$ cat config.mk
export PLATFORM = sky130hd
export DESIGN_NAME = panel_scan_scheduler
export DESIGN_NICKNAME = d
export VERILOG_FILES = /design/src/rtl/panel_scan_scheduler.sv
export SDC_FILE = /design/constraint.sdc
export NUM_CORES = 1
export LEC_CHECK = 0
export ABC_AREA = 1
export ABC_CLOCK_PERIOD_IN_PS = 1900
export CORE_MARGIN = 10
export CORE_UTILIZATION = 50
export CTS_BUF_LIST = sky130_fd_sc_hd__clkbuf_4 sky130_fd_sc_hd__clkbuf_8
export CTS_CLUSTER_SIZE = 14
export DETAILED_ROUTE_END_ITERATION = 8
export PLACE_DENSITY = 0.78
export RECOVER_POWER = 50
export SETUP_SLACK_MARGIN = 0.02
export SLEW_MARGIN = 20
export SYNTH_ARGS = -nofsm -noshare
export SYNTH_HDL_FRONTEND = slang
export SYNTH_SLANG_ARGS = --single-unit
$ cat constraint.sdc
create_clock -name clk -period 1.9 [get_ports clk]
set_clock_uncertainty 0.05 [all_clocks]
set_input_delay 0.38 -clock clk [delete_from_list [all_inputs] [get_ports clk]]
set_output_delay 0.38 -clock clk [all_outputs]
set_load 0.01 [all_outputs]
$ cat src/rtl/panel_scan_scheduler.sv
// ---------------------------------------------------------------------------
// panel_scan_scheduler
//
// Row-multiplexed scan sequencer for the word panel. For every row it
//   1. fetches the row's column pattern from the frame source (req/ack),
//   2. blanks all rows for max(blank,1) cycles,
//   3. drives the row for max(dwell,1) cycles,
// then moves to the next row, wrapping ROWS-1 -> 0 and pulsing frame_start
// at the start of each row-0 fetch. A row that has started always runs to
// completion; dropping en only stops the scan at the end of SHOW.
//
// Ports
//   clk          system clock, rising edge
//   reset        asynchronous active-low reset
//   en           scan enable
//   dwell        SHOW length in cycles (0 behaves as 1), captured on SHOW entry
//   blank        BLANK length in cycles (0 behaves as 1), captured on BLANK entry
//   fetch_req    row-data request, held until fetch_ack
//   fetch_row    row index being fetched, stable while fetch_req=1
//   fetch_ack    frame source: fetch_data valid this cycle
//   fetch_data   column pattern for fetch_row
//   row_sel      one-hot row drive, zero outside SHOW
//   col_data     column drive for the selected row, zero outside SHOW
//   frame_start  one-cycle pulse with the first cycle of every row-0 fetch
//
// All outputs come straight from flops.
// ---------------------------------------------------------------------------
module panel_scan_scheduler #(
    parameter int ROWS    = 8,
    parameter int COLS    = 16,
    parameter int DWELL_W = 16,
    parameter int BLANK_W = 8
) (
    input  logic                                  clk,
    input  logic                                  reset,
    input  logic                                  en,
    input  logic [DWELL_W-1:0]                    dwell,
    input  logic [BLANK_W-1:0]                    blank,
    output logic                                  fetch_req,
    output logic [((ROWS > 1) ? $clog2(ROWS) : 1)-1:0] fetch_row,
    input  logic                                  fetch_ack,
    input  logic [COLS-1:0]                       fetch_data,
    output logic [ROWS-1:0]                       row_sel,
    output logic [COLS-1:0]                       col_data,
    output logic                                  frame_start
);

    localparam int RW = (ROWS > 1) ? $clog2(ROWS) : 1;
    // One shared timer serves both BLANK and SHOW, so it must hold the wider count.
    localparam int TW = (DWELL_W > BLANK_W) ? DWELL_W : BLANK_W;

    typedef enum logic [1:0] {
        ST_IDLE  = 2'd0,
        ST_FETCH = 2'd1,
        ST_BLANK = 2'd2,
        ST_SHOW  = 2'd3
    } state_t;

    // Terminal count for a length input: a length of 0 behaves as 1.
    function automatic logic [TW-1:0] term_count(input logic [TW-1:0] len);
        logic [TW-1:0] tc;
        if (len == {TW{1'b0}}) begin
            tc = {TW{1'b0}};
        end else begin
            tc = len - TW'(1);
        end
        return tc;
    endfunction

    // One-hot decode of a row index onto the row drivers.
    function automatic logic [ROWS-1:0] row_onehot(input logic [RW-1:0] idx);
        logic [ROWS-1:0] oh;
        oh = {ROWS{1'b0}};
        for (int k = 0; k < ROWS; k++) begin
            oh[k] = (RW'(k) == idx);
        end
        return oh;
    endfunction

    state_t            state_q, state_d;
    logic [RW-1:0]     row_q, row_d;
    logic [TW-1:0]     timer_q, timer_d;
    logic [TW-1:0]     limit_q, limit_d;
    logic [COLS-1:0]   shadow_q, shadow_d;
    logic              fetch_req_q, fetch_req_d;
    logic [RW-1:0]     fetch_row_q, fetch_row_d;
    logic [ROWS-1:0]   row_sel_q, row_sel_d;
    logic [COLS-1:0]   col_data_q, col_data_d;
    logic              frame_start_q, frame_start_d;

    logic [RW-1:0]     row_inc_s;
    logic              timer_done_s;

    // Row index that follows the current one, wrapping after the last row.
    always_comb begin
        if (row_q == RW'(ROWS - 1)) begin
            row_inc_s = {RW{1'b0}};
        end else begin
            row_inc_s = row_q + RW'(1);
        end
    end

    assign timer_done_s = (timer_q == limit_q);

    // Next-state and next-output logic; outputs are computed for the state being entered.
    always_comb begin
        state_d       = state_q;
        row_d         = row_q;
        timer_d       = timer_q;
        limit_d       = limit_q;
        shadow_d      = shadow_q;
        fetch_req_d   = 1'b0;
        fetch_row_d   = fetch_row_q;
        row_sel_d     = {ROWS{1'b0}};
        col_data_d    = {COLS{1'b0}};
        frame_start_d = 1'b0;

        case (state_q)
            ST_IDLE: begin
                if (en) begin
                    // A restart always begins a fresh frame at row 0.
                    state_d       = ST_FETCH;
                    row_d         = {RW{1'b0}};
                    fetch_req_d   = 1'b1;
                    fetch_row_d   = {RW{1'b0}};
                    frame_start_d = 1'b1;
                end else begin
                    state_d = ST_IDLE;
                end
            end

            ST_FETCH: begin
                if (fetch_req_q && fetch_ack) begin
                    shadow_d = fetch_data;
                    state_d  = ST_BLANK;
                    timer_d  = {TW{1'b0}};
                    limit_d  = term_count(TW'(blank));
                end else begin
                    fetch_req_d = 1'b1;
                end
            end

            ST_BLANK: begin
                if (timer_done_s) begin
                    // Entering SHOW: dwell is frozen here for the whole interval.
                    state_d    = ST_SHOW;
                    timer_d    = {TW{1'b0}};
                    limit_d    = term_count(TW'(dwell));
                    row_sel_d  = row_onehot(row_q);
                    col_data_d = shadow_q;
                end else begin
                    timer_d = timer_q + TW'(1);
                end
            end

            ST_SHOW: begin
                if (timer_done_s) begin
                    row_d   = row_inc_s;
                    timer_d = {TW{1'b0}};
                    if (en) begin
                        state_d       = ST_FETCH;
                        fetch_req_d   = 1'b1;
                        fetch_row_d   = row_inc_s;
                        frame_start_d = (row_inc_s == {RW{1'b0}});
                    end else begin
                        state_d = ST_IDLE;
                    end
                end else begin
                    timer_d    = timer_q + TW'(1);
                    row_sel_d  = row_onehot(row_q);
                    col_data_d = shadow_q;
                end
            end

            default: begin
                state_d = ST_IDLE;
                row_d   = {RW{1'b0}};
                timer_d = {TW{1'b0}};
            end
        endcase
    end

    // State, datapath and output registers with asynchronous clear.
    always_ff @(posedge clk or negedge reset) begin
        if (!reset) begin
            state_q       <= ST_IDLE;
            row_q         <= {RW{1'b0}};
            timer_q       <= {TW{1'b0}};
            limit_q       <= {TW{1'b0}};
            shadow_q      <= {COLS{1'b0}};
            fetch_req_q   <= 1'b0;
            fetch_row_q   <= {RW{1'b0}};
            row_sel_q     <= {ROWS{1'b0}};
            col_data_q    <= {COLS{1'b0}};
            frame_start_q <= 1'b0;
        end else begin
            state_q       <= state_d;
            row_q         <= row_d;
            timer_q       <= timer_d;
            limit_q       <= limit_d;
            shadow_q      <= shadow_d;
            fetch_req_q   <= fetch_req_d;
            fetch_row_q   <= fetch_row_d;
            row_sel_q     <= row_sel_d;
            col_data_q    <= col_data_d;
            frame_start_q <= frame_start_d;
        end
    end

    assign fetch_req   = fetch_req_q;
    assign fetch_row   = fetch_row_q;
    assign row_sel     = row_sel_q;
    assign col_data    = col_data_q;
    assign frame_start = frame_start_q;

endmodule

# Word level (Yosys, flattened, before mapping)
# Cells that the tools add are included.
# word_totals
out_inout_bits	29
ff_bits	82
word_cells	80
# op_classes
addsub	4
mux	33
eq_ne	17
reduce_logical	16
# op_table
cell	n
2-to-1 mux 16 bit	8
one-hot mux 16 bit (2 select lines)	3
adder 16 x 1 -> 16 bit (second input constant)	1
== test 16 bit	1
logical NOT 16 bit	1
2-to-1 mux 8 bit	2
one-hot mux 8 bit (2 select lines)	1
subtractor 16 x 1 -> 16 bit (second input constant)	1
2-to-1 mux 3 bit	5
== test 3 bit (first input constant)	4
one-hot mux 3 bit (2 select lines)	2
!= test 2 bit (second input constant)	5
AND reduction 3 bit	3
subtractor 8 x 1 -> 9 bit (second input constant)	1
logical NOT 8 bit	1
one-hot mux 2 bit (4 select lines)	1
== test 2 x 3 -> 1 bit (first input constant)	2
logical NOT 3 bit	2
2-to-1 mux 1 bit	6
2-to-1 mux 2 bit	3
nonzero test 2 bit	3
== test 2 bit (second input constant)	2
AND reduction 2 bit	2
AND reduction 4 bit	1
other kinds (9)	9

# Longest topological paths before layout
# depth
ltp_word	6
mapped_depth	13
mapped_depth_nobuf	11

# Worst setup path after synthesis
# Ideal clock, no wire load.
# synth_timing
path_kind	reg-to-reg
start	reg state_q[0]
end	reg timer_q[10]
t_required_ns	1.717
stages_incl_launch_ff	9
period_less_slack_ns	1.806
path_buffers	3
arrival_ns	1.624
setup_slack_ns	0.094
path_cell_list	dfrtp_1 > inv_1 > ha_1 > buf_2 > nor2_1 > o21ai_2 > buf_2 > clkbuf_1 > a21oi_1
# synth_between
elab_chain_len	4
elab_cells_between_ends	8
classes_between	4 x eq/ne; 1 x mux; 3 x reduce/logical
# synth_lines
item	line	rtl
start, declared	80	state_t state_q, state_d;
start signal, assigned	197	state_q <= state_d;
== test 2 bit	118	case (state_q)
OR reduction 2 bit (no line)	n/a	
nonzero test 2 bit (no line)	n/a	
AND reduction 2 bit (no line)	n/a	
end signal, assigned	188	timer_q <= {TW{1'b0}};
end signal, assigned	199	timer_q <= timer_d;
end, declared	82	logic [TW-1:0] timer_q, timer_d;
# Several ways; a longest one is shown, not always the timed one.
# A chain may end at the register's enable or synchronous reset.

# Final worst setup path
# layout_timing
start	reg state_q[0]
end	reg shadow_q[6]
# layout_between
elab_chain_len	2
# layout_lines
item	line	rtl
== test 2 x 1 -> 1 bit	118	
AND reduction 2 bit (no line)	n/a	
end signal, assigned	190	shadow_q <= {COLS{1'b0}};
end signal, assigned	201	shadow_q <= shadow_d;
end, declared	84	logic [COLS-1:0] shadow_q, shadow_d;
# Every way passes these cells.

==> results.ini <==
[clock_network]
cts_tree=done
cts_made_buffers=9
htreeDepth=3
clk_path_buf_depth=2
cts_sinks=82
root_buffer=clkbuf_8
clk_pin_slew_ns=0.09
clk_latency_ns=0.37

[global_route]
grt_pass1_wl_um=20000
track_usage_pct=16.5
grt_max_degree=38
grt_pass1_vias=4407
antenna_found_initial=0
overflow=0

[die]
die_x_um=119
die_h_um=119
core_area_um2=9370
initial_utilization_pct=52.0
io_pins=73
dieArea_um2=14100
rows=35

[yosys]
ys_ff_latch=82
yosysWarnings=0
yosysTopAreaCellShare_pct=42.1
synth_nets=729
synth_edf_count=0
yosysUniqueCellTypes=29
yosys.area.top_type=dfrtp_1
synth.area.top_cells=dfrtp_1 (42%), nand2_1 (18%), nand3_1 (10%)
synth_flop_cell=dfrtp_1
synth_cells=671
netlist_top_cells_count=nand2_1 (232), nand3_1 (97), dfrtp_1 (82)
synthesis.area_um2=4870
async_reset_ff_share_pct=100
synth.most_common_cell=nand2_1
avgSynthCellArea_um2=7.26
seq_area_frac_synth_pct=42.1

[worst_setup_path]
crit_arrival_ns=2.04
crit_path_max_incr_delay_ns=0.42
startpoint_type=register
critPathCaptureType=register
critPathRequiredTime_ns=2.10
crit_fanout=16
rr_worst_depth=5
crit_type=reg2reg
slowest_stage=dfrtp_1
cp_cell_sequence=clkbuf_4 > ha_2 > nand3_2 > clkbuf_2 > mux2_2

[timing]
relSlewSlack_pct=60.3
fin_crit_ns=1.84
hold_slack_ns=0.454
hold_violations=0
period_share_pct=96.8
slew_viol_final=0
tns_ns=0
clock.fmax_mhz=544
rsz0062_at_grt=true
finalSetupViolCount=0
tightest_slew_ns=0.596

[route]
viasPerCell=5.10
wire_per_inst_um=13.0
finalWirelength_um=11800
ant_nets=0
initialDrtViolationCount=251
drc=0
dr_total_vias=4655
drt_pass1_iterations=4

[final_layout]
multi_input_area_um2=2450
ff_latch_area_um2=2050
drive_gt1_share_pct=12.6
antenna_cells=0
syn2layout_area_growth_pct=27.5
nNetsFinal=837
final_core_util_pct=66.2
n_fill_cell=814
layout.cells.non_filler=913

[placed_design]
io_buffers=72
place.gp.congestion=0.840
post-place-cells=893
dp_hpwl_um=9110

[power_and_ir_drop]
p_seq_share_pct=37.6
pwr-share-comb_pct=44.4
power_switching_w=0.00277
pwr_density_cell_nw_per_um2=1080
swShare_pct=41.5
p_total_w=0.00668
internal-power_w=0.00391
ir_drop_mv=0.586
p_clk_share_pct=18.0
leakage_nw=3.23

[run]
maxCapViolCount=0

[outcome]
status=complete, no violations

[min_path]
whs_path_depth=2
hold_path_class=reg2reg

[state kept, by name (all words and copies together), names as in the netlist]
register / cells
state_q: 2
shadow_q: 16
frame_start: 1
fetch_req: 1
fetch_row: 3
row_q: 3
row_sel: 8
limit_q: 16
col_data: 16
timer_q: 16
[path summary, 6_finish.rpt]
check                               to       start  slack [ns]
min                         limit_q[3]  limit_q[3]        0.45
min reg2reg                 limit_q[3]  limit_q[3]        0.45
max                        shadow_q[6]  state_q[0]        0.06
max in group asynchronous  limit_q[14]       reset        0.33
max reg2reg                shadow_q[6]  state_q[0]        0.06
min in group asynchronous   timer_q[0]       reset        0.49
[power groups by stage]
stage               logic [W]  clock network [W]  registers [W]
CTS                   0.00289            0.00121        0.00251
global route          0.00332            0.00128        0.00257
finish                0.00297            0.00120        0.00251
floorplan             0.00188                  0        0.00251
global placement      0.00279                  0        0.00251
detailed placement    0.00287                  0        0.00254
[through the flow]
step,worst slack (ns),cell area (µm²)
floorplan,0.0937,4870
global placement,-0.104,5980
detailed placement,-0.206,5980
CTS,0.0334,6170
global route,-0.0235,6210
finish,0.0614,6210
[area by class of cell]
cell class	instances	share of cell area (%)
Clock inverter	7	0.907
Clock buffer	9	2.00
Timing Repair Buffer	117	17.2
Sequential cell	82	33.1
Multi-Input combinational cell	490	39.4
Tap cell	129	2.60
Inverter	79	4.82
[layer usage]
layer / GRT usage [%] / share of wire, % / vias up
met4: 5.42 / 1.9 / 0
met3: 3.57 / 5.0 / 20
met2: 29.0 / 50 / 142
li1: - / - / 2326
met5: 0 / 0 / -
met1: 19.4 / 43 / 2167
[placed cells by master, fill, tap and decap left out, types with 2 or more instances in the layout]
master	count
nand2_1	230
clkbuf_2	3
nand3_1	97
nand2_2	3
a21oi_1	11
dfrtp_2	2
ha_1	12
nand2_4	3
nor2_4	2
dfrtp_1	80
inv_2	4
o21bai_1	3
nand4_1	12
nor3_1	3
buf_4	38
mux2_2	16
inv_1	74
clkdlybuf4s50_1	71
clkbuf_8	9
xnor2_1	2
nor2_1	62
nor2_2	2
clkbuf_4	2
ha_2	2
inv_6	5
o21ai_0	6
xor2_1	17
[cells by family after synthesis]
family,after synthesis,share of synthesized area [%]
AOI/OAI and AO/OA,24,2.80
and+or+nand+nor,417,36.2
buffers and inverters,99,8.20
xor gates and xnor gates,19,3.42
DFF,82,42.1
muxes,16,3.70
adders and majority gates,14,3.60
[worst max-delay path, delay by kind of cell, from the launching register on]
| family | cells | cell delay, ns |
|---|---|---|
| fa+ha+maj | 1 | 0.22 |
| buf+inv | 2 | 0.55 |
| flops | 1 | 0.42 |
| mux | 1 | 0.40 |
| simple gates | 1 | 0.09 |
[timing repair]
item / CTS / global route
setup endpoints to repair: 12 / 64
hold buffers: 1 / 0
endpoints found under the hold margin: 22 / 0
pin swaps: 0 / 3
resized for setup: 1 / 12
buffers inserted: 0 / 3
Power figures use the tool's default switching activity.
